`config.mk`:
```
export PLATFORM = sky130hd
export DESIGN_NAME = uart_xmit_arbiter
export DESIGN_NICKNAME = d
export VERILOG_FILES = /design/src/rtl/uart_arb_pkg.sv /design/src/rtl/rr_arbiter.sv /design/src/rtl/uart_xmit_arbiter.sv
export SDC_FILE = /design/constraint.sdc
export NUM_CORES = 1
export LEC_CHECK = 0
export ABC_CLOCK_PERIOD_IN_PS = 2100
export CORE_UTILIZATION = 37
export CTS_CLUSTER_SIZE = 8
export DETAILED_ROUTE_END_ITERATION = 10
export PLACE_DENSITY = 0.76
export SYNTH_ARGS = -nofsm -noshare
export SYNTH_HDL_FRONTEND = slang
export SYNTH_SLANG_ARGS = --single-unit
```
`constraint.sdc`:
```
create_clock -name sys_clk -period 2.1 [get_ports sys_clk]
set_input_delay 0.42 -clock sys_clk [delete_from_list [all_inputs] [get_ports sys_clk]]
set_output_delay 0.42 -clock sys_clk [all_outputs]
set_load 0.03 [all_outputs]
```
`src/rtl/uart_arb_pkg.sv`:
```
// -----------------------------------------------------------------------------
// uart_arb_pkg
// Shared definitions for the UART transmit arbiter:
//   - arb_state_e          : FSM state enum with its fixed 2-bit encoding
//   - ARB_STATE_W          : width of the state encoding
//   - BUSY_TIMEOUT_DEFAULT : default number of cycles allowed for the
//                            transmitter to leave idle after a start pulse
// -----------------------------------------------------------------------------
package uart_arb_pkg;

  localparam int ARB_STATE_W = 2;

  typedef enum logic [ARB_STATE_W-1:0] {
    ST_IDLE      = 2'd0,
    ST_ISSUE     = 2'd1,
    ST_WAIT_BUSY = 2'd2,
    ST_WAIT_DONE = 2'd3
  } arb_state_e;

  localparam int BUSY_TIMEOUT_DEFAULT = 8;

endpackage

```
`src/rtl/rr_arbiter.sv`:
```
// -----------------------------------------------------------------------------
// rr_arbiter
// Combinational rotate-priority select. Searches the eligible vector
// (i_req & i_mask) starting at i_ptr+1 and wrapping from N-1 to 0, so the
// requester named by i_ptr has the lowest priority.
// Ports:
//   i_req   [N]  : request vector
//   i_mask  [N]  : eligibility mask (1 = may be selected)
//   i_ptr   [IW] : index of the previous winner
//   o_idx   [IW] : selected index (0 when nothing found)
//   o_found      : at least one eligible request exists
// -----------------------------------------------------------------------------
module rr_arbiter #(
  parameter int N  = 4,
  parameter int IW = (N > 1) ? $clog2(N) : 1
) (
  input  logic [N-1:0]  i_req,
  input  logic [N-1:0]  i_mask,
  input  logic [IW-1:0] i_ptr,
  output logic [IW-1:0] o_idx,
  output logic          o_found
);

  logic [N-1:0] w_elig;

  assign w_elig = i_req & i_mask;

  // Walk offsets from farthest to nearest so the nearest eligible candidate
  // after the pointer is the last one written and therefore wins.
  always_comb begin
    int          cand;
    logic [IW-1:0] cand_idx;
    o_idx    = '0;
    o_found  = 1'b0;
    cand     = 0;
    cand_idx = '0;
    for (int off = N; off >= 1; off--) begin
      cand     = (int'(i_ptr) + off) % N;
      cand_idx = IW'(cand);
      if (w_elig[cand_idx]) begin
        o_found = 1'b1;
        o_idx   = cand_idx;
      end
    end
  end

endmodule

```
`src/rtl/uart_xmit_arbiter.sv`:
```
// -----------------------------------------------------------------------------
// uart_xmit_arbiter
// Shares one UART transmitter between NUM_REQ byte requesters using
// round-robin arbitration with an optional lock for multi-byte messages.
//
// Handshake: a requester holds req_valid with its byte on req_data; the byte
// is committed when the arbiter samples it at selection, and req_ack pulses
// for exactly one cycle (the ISSUE cycle) to tell the requester it may move
// on. A request withdrawn before selection is simply never acked.
//
// Ports:
//   sys_clk, sys_rst_l   : clock, synchronous active-low reset
//   req_valid [NUM_REQ]  : per-requester byte request
//   req_data  [8*NUM_REQ]: per-requester byte, requester i at [8i+7:8i]
//   req_lock  [NUM_REQ]  : keep the grant for the following byte
//   req_ack   [NUM_REQ]  : one-cycle accept pulse
//   grant_id             : current or last winner
//   tx_xmitH             : start pulse to transmitter
//   tx_dataH  [8]        : byte presented to transmitter
//   tx_doneH             : transmitter idle level (1 = idle)
//   busy                 : FSM not in IDLE
//   err_timeout          : sticky, transmitter never went busy after a start
//   o_dbg_state          : current FSM state
// -----------------------------------------------------------------------------
module uart_xmit_arbiter
  import uart_arb_pkg::*;
#(
  parameter int NUM_REQ      = 4,
  parameter int BUSY_TIMEOUT = BUSY_TIMEOUT_DEFAULT
) (
  input  logic                       sys_clk,
  input  logic                       sys_rst_l,
  input  logic [NUM_REQ-1:0]         req_valid,
  input  logic [8*NUM_REQ-1:0]       req_data,
  input  logic [NUM_REQ-1:0]         req_lock,
  output logic [NUM_REQ-1:0]         req_ack,
  output logic [$clog2(NUM_REQ)-1:0] grant_id,
  output logic                       tx_xmitH,
  output logic [7:0]                 tx_dataH,
  input  logic                       tx_doneH,
  output logic                       busy,
  output logic                       err_timeout,
  output arb_state_e                 o_dbg_state
);

  localparam int                   IDW       = $clog2(NUM_REQ);
  localparam int                   TMR_W     = $clog2(BUSY_TIMEOUT + 1);
  localparam logic [NUM_REQ-1:0]   ONE_HOT0  = NUM_REQ'(1);
  localparam logic [IDW-1:0]       LAST_INIT = IDW'(NUM_REQ - 1);
  localparam logic [TMR_W-1:0]     TMR_LAST  = TMR_W'(BUSY_TIMEOUT - 1);

  arb_state_e         r_state;
  arb_state_e         w_next_state;
  logic [IDW-1:0]     r_grant_id;
  logic [IDW-1:0]     r_last_winner;
  logic [IDW-1:0]     r_lock_owner;
  logic               r_lock_vld;
  logic               r_err_timeout;
  logic [7:0]         r_tx_data;
  logic [TMR_W-1:0]   r_timer;

  logic [IDW-1:0]     w_sel_idx;
  logic               w_sel_found;
  logic               w_lock_hold;
  logic [NUM_REQ-1:0] w_mask;
  logic               w_select;
  logic               w_timeout;
  logic [7:0]         w_bytes [NUM_REQ];

  for (genvar g = 0; g < NUM_REQ; g++) begin : g_bytes
    assign w_bytes[g] = req_data[8*g +: 8];
  end

  // While the owner keeps req_lock high only the owner is eligible, even if
  // it has no byte ready; everyone else waits.
  assign w_lock_hold = r_lock_vld & req_lock[r_lock_owner];
  assign w_mask      = w_lock_hold ? (ONE_HOT0 << r_lock_owner) : '1;

  rr_arbiter #(
    .N  (NUM_REQ),
    .IW (IDW)
  ) u_rr_arbiter (
    .i_req   (req_valid),
    .i_mask  (w_mask),
    .i_ptr   (r_last_winner),
    .o_idx   (w_sel_idx),
    .o_found (w_sel_found)
  );

  assign w_select  = (r_state == ST_IDLE) && tx_doneH && w_sel_found;
  // Fires on the BUSY_TIMEOUT-th consecutive idle sample in WAIT_BUSY.
  assign w_timeout = (r_state == ST_WAIT_BUSY) && tx_doneH && (r_timer == TMR_LAST);

  // State register
  always_ff @(posedge sys_clk) begin
    if (!sys_rst_l) begin
      r_state <= ST_IDLE;
    end else begin
      r_state <= w_next_state;
    end
  end

  // Next-state logic
  always_comb begin
    w_next_state = r_state;
    case (r_state)
      ST_IDLE:      if (w_select)  w_next_state = ST_ISSUE;
      ST_ISSUE:                    w_next_state = ST_WAIT_BUSY;
      ST_WAIT_BUSY: begin
        if (!tx_doneH)      w_next_state = ST_WAIT_DONE;
        else if (w_timeout) w_next_state = ST_IDLE;
      end
      ST_WAIT_DONE: if (tx_doneH)  w_next_state = ST_IDLE;
      default:                     w_next_state = ST_IDLE;
    endcase
  end

  // Output logic
  always_comb begin
    tx_xmitH = 1'b0;
    req_ack  = '0;
    busy     = 1'b1;
    case (r_state)
      ST_IDLE:  busy = 1'b0;
      ST_ISSUE: begin
        tx_xmitH = 1'b1;
        req_ack  = ONE_HOT0 << r_grant_id;
      end
      default: ;
    endcase
  end

  // Datapath: grant/data capture, lock, busy timer, round-robin pointer
  always_ff @(posedge sys_clk) begin
    if (!sys_rst_l) begin
      r_grant_id    <= '0;
      r_tx_data     <= '0;
      r_last_winner <= LAST_INIT;
      r_lock_owner  <= '0;
      r_lock_vld    <= 1'b0;
      r_err_timeout <= 1'b0;
      r_timer       <= '0;
    end else begin
      if (w_select) begin
        r_grant_id <= w_sel_idx;
        r_tx_data  <= w_bytes[w_sel_idx];
      end

      // Owner released its lock: drop it now; arbitration this same cycle
      // already sees the full mask because w_lock_hold is low.
      if ((r_state == ST_IDLE) && r_lock_vld && !req_lock[r_lock_owner]) begin
        r_lock_vld <= 1'b0;
      end
      if ((r_state == ST_ISSUE) && req_lock[r_grant_id]) begin
        r_lock_vld   <= 1'b1;
        r_lock_owner <= r_grant_id;
      end
      if (w_timeout) begin
        r_lock_vld    <= 1'b0;
        r_err_timeout <= 1'b1;
      end

      if (r_state == ST_ISSUE) begin
        r_timer <= '0;
      end else if ((r_state == ST_WAIT_BUSY) && tx_doneH) begin
        r_timer <= r_timer + 1'b1;
      end

      if ((r_state == ST_WAIT_DONE) && tx_doneH) begin
        r_last_winner <= r_grant_id;
      end
    end
  end

  assign grant_id    = r_grant_id;
  assign tx_dataH    = r_tx_data;
  assign err_timeout = r_err_timeout;
  assign o_dbg_state = r_state;

endmodule

```
Word-level counts from Yosys, hierarchy flattened
Index checks and enable logic that the tools add are counted.
Word-level totals
  output and inout port bits: 19
  bits in writable memories: 0
  bits in read-only memories: 0
  input bits: 43
  bits in latches: 0
  register bits: 22
  memories: 0
  word-level logic and storage cells: 81
Operators by class
  bitwise operators: 4
  div/mod/pow operators: 0
  reduce and logical (&&, ||, !) cells: 14
  mux-type cells: 34
  equality and inequality tests: 7
  multiply operators: 0
  magnitude comparators: 7
  add/subtract/negate cells: 5
  shift-type cells: 2
Operator list (count)
  2-bit by 3-bit < comparator with 1-bit output, second input constant: 6
  8-bit binary-select mux with 2-bit select: 1
  2-bit 2-to-1 mux: 8
  8-bit 2-to-1 mux: 2
  1-bit 2-to-1 mux: 14
  1-bit binary-select mux with 2-bit select: 6
  1-bit logical AND: 8
  4-bit 2-to-1 mux: 2
  2-bit case mux with 4 select lines: 1
  1-bit by 2-bit << shifter with 4-bit output, first input constant: 2
  2-bit by 1-bit adder with 2-bit output, second input constant: 2
  2-bit adder, second input constant: 2
  4-bit by 1-bit adder with 4-bit output, second input constant: 1
  4-bit bitwise AND: 1
  2-bit == test, second input constant: 2
  4-bit by 3-bit == test with 1-bit output, second input constant: 1
  2-bit inequality test, second input constant: 2
  2-bit OR reduction: 2
  3-bit greater-or-equal comparator, second input constant: 1
  3-bit inequality test, second input constant: 1
  2-bit inverter with 3-bit output: 1
  3-bit AND reduction: 1
  2-bit by 1-bit == test with 1-bit output, second input constant: 1
  2-bit zero test: 1
  4 further kinds: 4

Depth between registers and ports, before layout
Gate-level depths: netlist of the first run.
  depth in word-level cells: 15
  mapped depth: 9
  depth with buffers taken out: 6

Hierarchy
Synthesis of the first run repeated with hierarchy kept, for this count alone.
Second synthesis, totals
  cell total of the unflattened synthesis: 131
  area total of the unflattened synthesis: 1327.5 µm²
By module, submodules not included
  uart_xmit_arbiter: area each 1224.9 µm², times used 1, cells each 115
  rr_arbiter: area each 102.6 µm², times used 1, cells each 16

Worst setup path before layout of the first run
Ideal clock, no wire load.
  kind: register to register
  start: reg r_lock_owner[1]
  end: reg r_tx_data[1] (netlist: tx_dataH[1])
  setup time: 0.136 ns
  path buffers: 3
  data arrival time: 1.854 ns
  cell stages (with the launch flop): 10
  setup slack: 0.110 ns
  data required time: 1.964 ns
  path through: dfxtp_1 buf_6 mux2i_4 o221ai_2 o21a_1 a221o_1 buf_6 buf_6 mux2i_1 o221ai_1
Between the ends
  cells in the longest elaborated chain, start to end: 15
  elaborated cells on any way between the ends: 27
  classes of those cells: shift (1); mux (22); bitwise (3); reduce/logical (1)
RTL lines
  start: declaration: RTL line uart_xmit_arbiter.sv:56  | logic [IDW-1:0] r_lock_owner;
  start signal: assignment: RTL line uart_xmit_arbiter.sv:156  | r_lock_owner <= r_grant_id;
  1-bit binary-select mux with 2-bit select: RTL line uart_xmit_arbiter.sv:76  | assign w_lock_hold = r_lock_vld & req_lock[r_lock_owner];
  1-bit 2-to-1 mux (implied by the code): RTL line uart_xmit_arbiter.sv:76
  1-bit bitwise AND: RTL line uart_xmit_arbiter.sv:76
  4-bit 2-to-1 mux (*): RTL line uart_xmit_arbiter.sv:77  | assign w_mask = w_lock_hold ? (ONE_HOT0 << r_lock_owner) : '1;
  4-bit bitwise AND (*): RTL line rr_arbiter.sv:26  | assign w_elig = i_req & i_mask;
  1-bit binary-select mux with 2-bit select: RTL line rr_arbiter.sv:40  | if (w_elig[cand_idx]) begin
  1-bit 2-to-1 mux (implied by the code): RTL line rr_arbiter.sv:40
  2-bit 2-to-1 mux (4 in series): RTL line rr_arbiter.sv:40
  2-bit inverter with 3-bit output (implied by the code): RTL line uart_xmit_arbiter.sv:146  | r_tx_data <= w_bytes[w_sel_idx];
  8-bit binary-select mux with 2-bit select: RTL line uart_xmit_arbiter.sv:146
  8-bit 2-to-1 mux (implied by the code) (2 in series): RTL line uart_xmit_arbiter.sv:146
  end signal: assignment: RTL line uart_xmit_arbiter.sv:146
  end: declaration: RTL line uart_xmit_arbiter.sv:59  | logic [7:0] r_tx_data;
Every way passes the cells marked *; elsewhere a longest branch is shown, timed or not. The select of a mux whose other input is x is not followed.
A chain may end at the register's enable or synchronous reset.

Final worst setup path of the first run
  start: in req_lock[1]
  end: reg r_tx_data[4] (netlist: tx_dataH[4])
Between the ends
  cells in the longest elaborated chain, start to end: 15
  elaborated cells on any way between the ends: 26
  classes of those cells: mux (22); bitwise (3); reduce/logical (1)
RTL lines
  start: declaration: RTL line uart_xmit_arbiter.sv:35  | input logic [NUM_REQ-1:0] req_lock,
  1-bit binary-select mux with 2-bit select (*): RTL line uart_xmit_arbiter.sv:76
  1-bit 2-to-1 mux (implied by the code) (*): RTL line uart_xmit_arbiter.sv:76
  1-bit bitwise AND (*): RTL line uart_xmit_arbiter.sv:76
  4-bit 2-to-1 mux (*): RTL line uart_xmit_arbiter.sv:77
  4-bit bitwise AND (*): RTL line rr_arbiter.sv:26
  1-bit binary-select mux with 2-bit select: RTL line rr_arbiter.sv:40
  1-bit 2-to-1 mux (implied by the code): RTL line rr_arbiter.sv:40
  2-bit 2-to-1 mux (4 in series): RTL line rr_arbiter.sv:40
  2-bit inverter with 3-bit output (implied by the code): RTL line uart_xmit_arbiter.sv:146
  8-bit binary-select mux with 2-bit select: RTL line uart_xmit_arbiter.sv:146
  8-bit 2-to-1 mux (implied by the code) (2 in series): RTL line uart_xmit_arbiter.sv:146
Marks and branches as above.

==> results of run 1 <==
cells by family after synthesis:
| family | after synthesis |
|---|---|
| AOI/OAI and AO/OA | 29 |
| xor gates and xnor gates | 3 |
| adders and majority gates | 1 |
| buffers and inverters | 12 |
| DFF | 22 |
| muxes | 25 |
| and+or+nand+nor | 51 |
cell usage after synthesis (all sizes together) (3+ instances only):
cell type	count	area share, %
nand3	10	3.8
a21oi	4	1.5
nor2	7	2.0
o221ai	14	10
inv	4	1.1
nand2b	5	2.4
o21ai	4	1.5
dfxtp	22	33
clkbuf	5	1.4
nand2	16	4.8
buf	3	2.6
nor2b	4	1.9
mux2i	24	19
layout make-up:
| cell class | count | area [µm²] | area share [%] |
|---|---|---|---|
| tap | 46 | 57.56 | 2.623 |
| sequential | 22 | 444.2 | 20.24 |
| multi-input combinational | 109 | 870.8 | 39.68 |
| timing repair buffer | 79 | 770.7 | 35.12 |
| clock buffer | 4 | 36.28 | 1.653 |
| inverter | 4 | 15.01 | 0.6842 |
worst paths after layout:
| kind | depth (start not counted) | end | slack (ns) | start |
|---|---|---|---|---|
| setup / recovery | 8 | tx_dataH[4]$_SDFFE_PN0P_ | 0.0004 | req_lock[1] |
| hold / removal | 2 | err_timeout$_SDFFE_PN0P_ | 0.51 | err_timeout$_SDFFE_PN0P_ |
| setup reg to reg | 7 | tx_dataH[4]$_SDFFE_PN0P_ | 0.01 | r_lock_owner[1]$_SDFFE_PN0P_ |
| hold reg to reg | 2 | err_timeout$_SDFFE_PN0P_ | 0.51 | err_timeout$_SDFFE_PN0P_ |
critical path: cells and delay by family:
family | cells | cell delay [ns]
AO/OA/AOI/OAI | 4 | 0.85
buffers and inverters | 2 | 0.68
multiplexers | 1 | 0.18
AND/OR/NAND/NOR | 1 | 0.16
power breakdown:
part | leakage, nW | internal (mW) | switching [mW]
Sequential | 0.180 | 0.443 | 0.0201
Clock | 0.0210 | 0.106 | 0.126
Combinational | 0.757 | 0.212 | 0.198
Total | 0.958 | 0.760 | 0.344
registers in the layout, summed over array words and instances (netlist names):
signal	cells
grant_id	2
err_timeout	1
r_timer	4
tx_dataH	8
r_lock_owner	2
r_last_winner	2
o_dbg_state	2
r_lock_vld	1
what timing repair did:
action,4_1_cts,5_1_grt
resized for setup,10,12
hold buffers,0,0
setup buffers,2,5
pin swaps,0,4
setup endpoints to repair,13,9
per-layer routing:
layer	routed length, µm	track usage (%)	vias up	part of all wire, %
li1	-	-	681	-
met1	1567	24.07	664	40
met2	2032	38.40	65	52
met3	243	5.042	13	6.2
met4	92	10.48	0	2.3
met5	0	0	-	0
==> flow_summary.toml, run 1 <==
[status]
outcome = "completed"

[yosys]
yosys.area_share.simple_pct = 19.30
syn_area_um2 = 1316
netlist_instances = 143
synth_compound_area_share_pct = 18.25
synth_edf_count = 0
synthAdderAreaFrac_pct = 0.9506
syn_avg_cell_area_um2 = 9.205
yosys_warnings = 0
synth_mux_area_share_pct = 20.91
syn_nets = 187
ys_types = 34
synth_xor_area_share_pct = 1.996
ys.flop_type = "dfxtp_1"
synth_top_family_by_area = "multiplexers"
async_flop_share_pct = 0
yosys_register_bits = 22
synth_seq_area_share_pct = 33.46

[power]
p_per_area_nw_per_um2 = 503.2
p_leak_nw = 0.9583
ir_worst_vdd_mv = 0.2476
total_power_mw = 1.104

[place]
hpwl_mm = 2.925
io_buffers = 61
pre_cts_ws_ns = -0.4141
place.gp.congestion = 0.7929
place_area_um2 = 2027
placed_cells = 253

[clock_network]
cts_buffers = 3
cts_buffer_depth = 2
clock_sinks = 22
htreeDepth = 1
cts_tree = "yes"
root_buffer = "clkbuf_4"
clk_latency_ns = 0.31
clk_pin_slew_ns = 0.12

[floorplan]
start_util_pct = 39.14
die_w_um = 61.65
die_h_um = 61.65
core_um2 = 3363
fp-row-count = 21
die-area_um2 = 3800
pin_count = 62

[global_routing]
grt_overflow = 0
antenna_found_initial = 0
gr-usage-all-layers_pct = 21.59
grt_pass1_wl_mm = 6.058
grt_max_degree = 18
grt_pass1_vias = 1431

[critical_path]
arrival_ns = 2.28
slowest_delay_ns = 0.50
worstSetupEndpointType = "flip-flop"
required_ns = 2.28
crit_type = "input port to flip-flop"
critical-path-slowest-cell = "clkdlybuf4s50_1"
worstPathMaxFanout = 17
crit_chain = "clkdlybuf4s50_1 -> nand2b_1 -> o221ai_4 -> o21a_1 -> a221o_1 -> buf_12 -> mux2i_1 -> o221ai_1"
worstSetupStartpointType = "input port"

[sta]
layout_setup_ws_ns = 0.0004148
hold_viol = 0
max_slew_margin_pct = 75.90
rsz0062_at_grt = "yes"
maxSlewViolCount = 0
min_period_over_period_pct = 99.98
tightest_slew_ns = 0.3609
tns_ns = 0
worst_hold_slack_ns = 0.5073
setup_viol = 0
fin_skew_ns = 0.002002
fmax_ghz = 0.4763
period_needed_ns = 2.100

[detailed_routing]
drt_first_pass_iters = 4
vias = 1423
drc_errors = 0
drt_wl_total_mm = 3.936
ant_nets = 0
drt_iter0_markers = 50
wl_per_cell_um = 14.91
post_drt_via_cell_ratio = 5.390

[finish]
fillers = 298
postLayoutCellArea_um2 = 2195
layout.nets = 263
syn_to_final_growth_pct = 66.73
final_cell_mix = "clkdlybuf4s50_1, mux2i_1, dfxtp_1, nand2_1, buf_4"
layout_commonest_cell = "clkdlybuf4s50_1"
diodes = 0
finalNonFillerCells = 264
post-route-util_pct = 65.25
drive_gt1_share_pct = 16.97

[job]
max-cap-violations = 0

[min_path]
hold_class = "flip-flop to flip-flop"
Power figures use the tool's default switching activity.
==> run 2, diff against run 1 <==
CORE_UTILIZATION = 38   (was 37)
CTS_BUF_LIST = sky130_fd_sc_hd__clkbuf_4   (was default)
PLACE_DENSITY = 0.78   (was 0.76)
REMOVE_ABC_BUFFERS = 1   (was default)
==> run 2 against run 1 <==
Compared with the run above: sequential cell count did not move; largest power group unchanged; first-iteration DRC count rose by 56%; critical endpoint is now grant_id[1]; design area fell by 1.8%; hold slack improved by 0.00068 ns; critical path depth fell by 7; combinational power fell by 2%; sequential power barely moved; core utilization fell by 0.69 points; largest cell class unchanged; total power fell by 3.6%; maximum frequency rose by 3.3%.
==> flow_summary.toml, run 2 (same netlist as run 1, synthesis figures left out) <==
[sta]
min_period_over_period_pct = 96.76
max_slew_margin_pct = 67.35
layout_setup_ws_ns = 0.06804
period_needed_ns = 2.032
fin_skew_ns = 0.007437
tns_ns = 0
maxSlewViolCount = 0
fmax_ghz = 0.4921
hold_viol = 0
tightest_slew_ns = 0.4879
setup_viol = 0
worst_hold_slack_ns = 0.5080

[critical_path]
worstSetupEndpointType = "output port"
crit_chain = "clkdlybuf4s50_1"
slowest_delay_ns = 0.74
cp.buffers_inverters = 1
worstSetupStartpointType = "flip-flop"
critical-path-slowest-cell = "clkdlybuf4s50_1"
worstPathMaxFanout = 9
crit_type = "flip-flop to output port"
critPathTopFamily = "buffers and inverters"
required_ns = 1.68
arrival_ns = 1.61

[status]
outcome = "completed"

[floorplan]
pin_count = 62
fp-row-count = 21
core_um2 = 3337
die-area_um2 = 3703
start_util_pct = 39.45
die_w_um = 60.86
die_h_um = 60.86

[global_routing]
grt_max_degree = 18
grt_pass1_wl_mm = 5.526
grt_pass1_vias = 1250
antenna_found_initial = 0
gr-usage-all-layers_pct = 19.73
grt_overflow = 0

[clock_network]
cts_buffers = 3
clock_sinks = 22
htreeDepth = 1
clk_pin_slew_ns = 0.13
cts_hold_buf = 0
root_buffer = "clkbuf_4"
clk_latency_ns = 0.31
cts_buffer_depth = 2
cts_tree = "yes"

[finish]
post-route-util_pct = 64.57
layout_commonest_cell = "clkdlybuf4s50_1"
postLayoutCellArea_um2 = 2155
syn_to_final_growth_pct = 63.69
diodes = 0
fillers = 292
final_cell_mix = "clkdlybuf4s50_1, mux2i_1, dfxtp_1, nand2_1, buf_4"
layout.nets = 260
largest_reg_flops = 8
drive_gt1_share_pct = 17.21

[place]
place_area_um2 = 2019
io_buffers = 61
place.gp.congestion = 0.7787
hpwl_mm = 2.931
pre_cts_ws_ns = -0.4870

[detailed_routing]
drt_wl_total_mm = 3.912
drt_iter0_markers = 78
wl_per_cell_um = 14.99
drt_first_pass_iters = 4
ant_nets = 0
vias = 1392
drc_errors = 0
post_drt_via_cell_ratio = 5.333

[power]
ir_worst_vdd_mv = 0.3256
p_leak_nw = 0.9487
p_per_area_nw_per_um2 = 494.1

[min_path]
hold_class = "flip-flop to flip-flop"

[job]
max-cap-violations = 0
-- run 2: per-stage QoR --
| stage | total power [mW] | cells |
|---|---|---|
| 4_1_cts | 1.061 | 259 |
| 6_report | 1.065 | 261 |
| 5_1_grt | 1.123 | 261 |
| 3_5_place_dp | 0.8548 | 252 |
| 3_3_place_gp | 0.8466 | 252 |
| 2_1_floorplan | 0.6529 | 135 |
-- run 2: what timing repair did --
| item | CTS | global route |
|---|---|---|
| buffers inserted | 3 | 2 |
| endpoints found under the setup margin | 15 | 9 |
| cloned | 0 | 0 |
| pin swaps | 0 | 3 |
| gates resized for setup | 14 | 11 |
-- run 2: worst paths after layout --
path                                start                  endpoint  slack, ns  depth (start not counted)
min reg2reg      tx_dataH[3]$_SDFFE_PN0P_  tx_dataH[3]$_SDFFE_PN0P_       0.51                          2
min              tx_dataH[3]$_SDFFE_PN0P_  tx_dataH[3]$_SDFFE_PN0P_       0.51                          2
max              grant_id[1]$_SDFFE_PN0P_               grant_id[1]       0.07                          1
max reg2reg  r_lock_owner[1]$_SDFFE_PN0P_  tx_dataH[1]$_SDFFE_PN0P_       0.08                          7
-- run 2: where the power goes --
part           switching [mW]  internal (mW)  total [mW]
Clock                   0.130         0.0694       0.200
Sequential             0.0212          0.443       0.464
Combinational           0.195          0.206       0.401
-- run 2: cell type report --
cell class	instances	area, µm²	area share, %
repair buffers	76	734.5	34.09
multi-input cells	109	875.8	40.65
inverters	4	15.01	0.6969
flip-flops and latches	22	445.4	20.67
well taps	46	57.56	2.671
clock buffers	3	22.52	1.045
clock inverters	1	3.754	0.1742
-- run 2: layer usage --
metal  vias to the layer above  track usage, %  share of wire, %
met3                         2           2.132               2.4
li1                        677               -                 -
met2                        25           35.01                55
met4                         0           4.870              0.74
met5                         -               0                 0
met1                       688           25.55                42
==> run 3, diff against run 2 <==
ABC_CLOCK_PERIOD_IN_PS = 2400   (was 2100)
CORE_UTILIZATION = 46   (was 38)
PLACE_DENSITY = 0.88   (was 0.78)
SYNTH_HIERARCHICAL = 1   (was default)
clock period = 2.4 ns   (was 2.1 ns; I/O delays follow)
==> run 3 against run 2 <==
Compared with the run above: the flow now finishes with violations (negative setup slack); die area down 16%; hold slack got worse by 0.034 ns; critical path depth grew 9.
==> flow_summary.toml, run 3 <==
[status]
outcome = "finished, violations left"
violations = "negative setup slack"

[floorplan]
core_um2 = 2734
die_w_um = 55.72
die_h_um = 55.72
start_util_pct = 48.56
pin_count = 62
fp-row-count = 19
die-area_um2 = 3105

[critical_path]
crit_start = "r_lock_owner[0]$_SDFFE_PN0P_"
worstSetupEndpointType = "flip-flop"
crit_type = "flip-flop to flip-flop"
reg2reg_depth = 10
rr_startpoint = "r_lock_owner[0]$_SDFFE_PN0P_"
r2r_setup_slack_ns = -0.23
worstSetupStartpointType = "flip-flop"
required_ns = 2.63
arrival_ns = 2.86
timing.rr.end = "tx_dataH[7]$_SDFFE_PN0P_"
worstPathMaxFanout = 4

[power]
comb_power_share_pct = 33.3
internal-power_mw = 0.7531
swShare_pct = 27.92
total_power_mw = 1.045
ir_worst_vdd_mv = 0.3580
power_switching_mw = 0.2917
seqPwrFrac_pct = 39.4
p_leak_nw = 0.8731
p_per_area_nw_per_um2 = 494.1
clkPwrFrac_pct = 27.4

[finish]
drive_gt1_share_pct = 23.27
largest_reg_flops = 8
final_cell_mix = "clkdlybuf4s50_1, dfxtp_1, nand2_1, buf_4, mux4_2"
multi_input_area_um2 = 845.8
seq_area_um2 = 442.9
layout.nets = 247
finalNonFillerCells = 233
syn_to_final_growth_pct = 59.28
fillers = 157
layout_commonest_cell = "clkdlybuf4s50_1"
diodes = 0

[yosys]
ys_types = 42
synthTopCellsByCount = "dfxtp_1, nand2_1, mux4_2"
synth_edf_count = 0
yosys_warnings = 6
synth_area_leaders = "dfxtp_1, mux4_2, mux2i_1, o2bb2ai_1, nand2_1"
ys.flop_type = "dfxtp_1"
async_flop_share_pct = 0
syn_avg_cell_area_um2 = 10.13
yosys_register_bits = 22
synth_seq_area_share_pct = 33.18
synth_largest_area_cell = "dfxtp_1"
syn_area_um2 = 1328
netlist_instances = 131
synth.most_common_cell = "dfxtp_1"
netlist.area_leader.share_pct = 33.18

[global_routing]
grt_pass1_wl_mm = 5.809
grt_pass1_vias = 1399
antenna_found_initial = 0
grt_overflow = 0
grt_max_degree = 17
gr-usage-all-layers_pct = 23.85

[clock_network]
clk_latency_ns = 0.31
cts_buffer_depth = 2
cts_tree = "yes"
clock_sinks = 22
htreeDepth = 1
cts_hold_buf = 0
cts_buffers = 3
clk_pin_slew_ns = 0.13
root_buffer = "clkbuf_4"

[sta]
fmax_ghz = 0.3801
rsz0062_at_grt = "yes"
setup_viol = 8
tns_ns = -1.686
maxSlewViolCount = 0
hold_viol = 0
tightest_slew_ns = 0.4355
fin_skew_ns = 0.005268
min_period_over_period_pct = 109.6
layout_setup_ws_ns = -0.2307
max_slew_margin_pct = 70.93
period_needed_ns = 2.631

[detailed_routing]
drt_wl_total_mm = 3.559
ant_nets = 0
drt_iter0_markers = 38
wl_per_cell_um = 15.27
drt_first_pass_iters = 4
vias = 1326
drc_errors = 0
post_drt_via_cell_ratio = 5.691

[min_path]
min_path_cells = 2
hold_class = "flip-flop to flip-flop"
hold_end = "tx_dataH[6]$_SDFFE_PN0P_"
hp-start = "tx_dataH[6]$_SDFFE_PN0P_"

[place]
io_buffers = 61
placed_cells = 227
hpwl_mm = 2.738
pre_cts_ws_ns = -0.7526
place.gp.congestion = 0.8182

[job]
max-cap-violations = 0
## run 3: cell types whose count changed after synthesis, sizes merged, moves of 4 or more
cell	before	now
mux2i	24	7
mux4	1	9
nand3	10	3
o21ai	4	8
o221ai	14	0
o2bb2ai	0	8
## run 3: power by group through the flow
| stage | clock, mW | combinational [mW] | sequential (mW) |
|---|---|---|---|
| after global routing | 0.303 | 0.370 | 0.414 |
| final | 0.286 | 0.348 | 0.411 |
| after CTS | 0.287 | 0.343 | 0.410 |
| after global placement | 0 | 0.326 | 0.417 |
| after floorplan | 0 | 0.134 | 0.451 |
| after detailed placement | 0 | 0.336 | 0.417 |
## run 3: cells by family (layout without fill, tap and decap cells)
logic type / count (synthesis) / in the layout / synth area share (%)
XOR/XNOR: 2 / 2 / 1.320
adder cells (fa/ha/maj): 1 / 1 / 0.9424
flip-flops: 22 / 22 / 33.18
AO/OA/AOI/OAI: 28 / 28 / 15.64
buffers and inverters: 11 / 82 / 5.466
multiplexers: 17 / 17 / 21.68
AND/OR/NAND/NOR: 50 / 50 / 21.77
## run 3: critical path, stage by stage (launching register included)
cell,delay (ns)
dfxtp_2,0.37
mux4_2,0.51
and2_4,0.20
o21ai_2,0.07
nand2_2,0.10
nor2_1,0.09
a31oi_1,0.04
o211ai_1,0.31
buf_4,0.22
mux4_2,0.51
o2bb2ai_2,0.13
## run 3: worst max-delay path by stage
stage	cells after the start	endpoint	slack [ns]
final	10	tx_dataH[7]$_SDFFE_PN0P_	-0.23
after global routing	10	tx_dataH[7]$_SDFFE_PN0P_	-0.34
after CTS	10	tx_dataH[4]$_SDFFE_PN0P_	-0.19
after detailed placement	11	tx_dataH[4]$_SDFFE_PN0P_	-0.75
after global placement	11	tx_dataH[5]$_SDFFE_PN0P_	-0.68
after floorplan	9	tx_dataH[4]$_SDFFE_PN0P_	-0.66
## run 3: metrics by stage
stage / hold WS [ns] / utilization, % / area [µm²]
CTS: 0.4775 / 76.20 / 2083
floorplan: 0.4514 / - / 1266
detailed placement: 0.4606 / 73.36 / 2006
global placement: 0.4461 / 73.36 / 2006
global route: 0.5074 / 77.35 / 2115
finish: 0.4744 / 77.35 / 2115
## run 3: timing repair
item,4_1_cts,5_1_grt
endpoints found under the setup margin,12,11
setup buffers,0,1
pin swaps,5,4
resized for setup,14,6
gates cloned,1,0
## run 3: area by class of cell
cell class	count	area share (%)
inverter	3	0.5325
clock buffer	3	1.065
multi-input combinational	98	40.00
tap	31	1.834
sequential	22	20.95
clock inverter	1	1.420
timing repair buffer	75	34.20
## run 3: routing by layer
layer  track usage, %  share of wire (%)
met2            44.23                 52
met1            26.56                 40
met4            8.214                1.2
met5                0                  0
met3            5.349                6.7
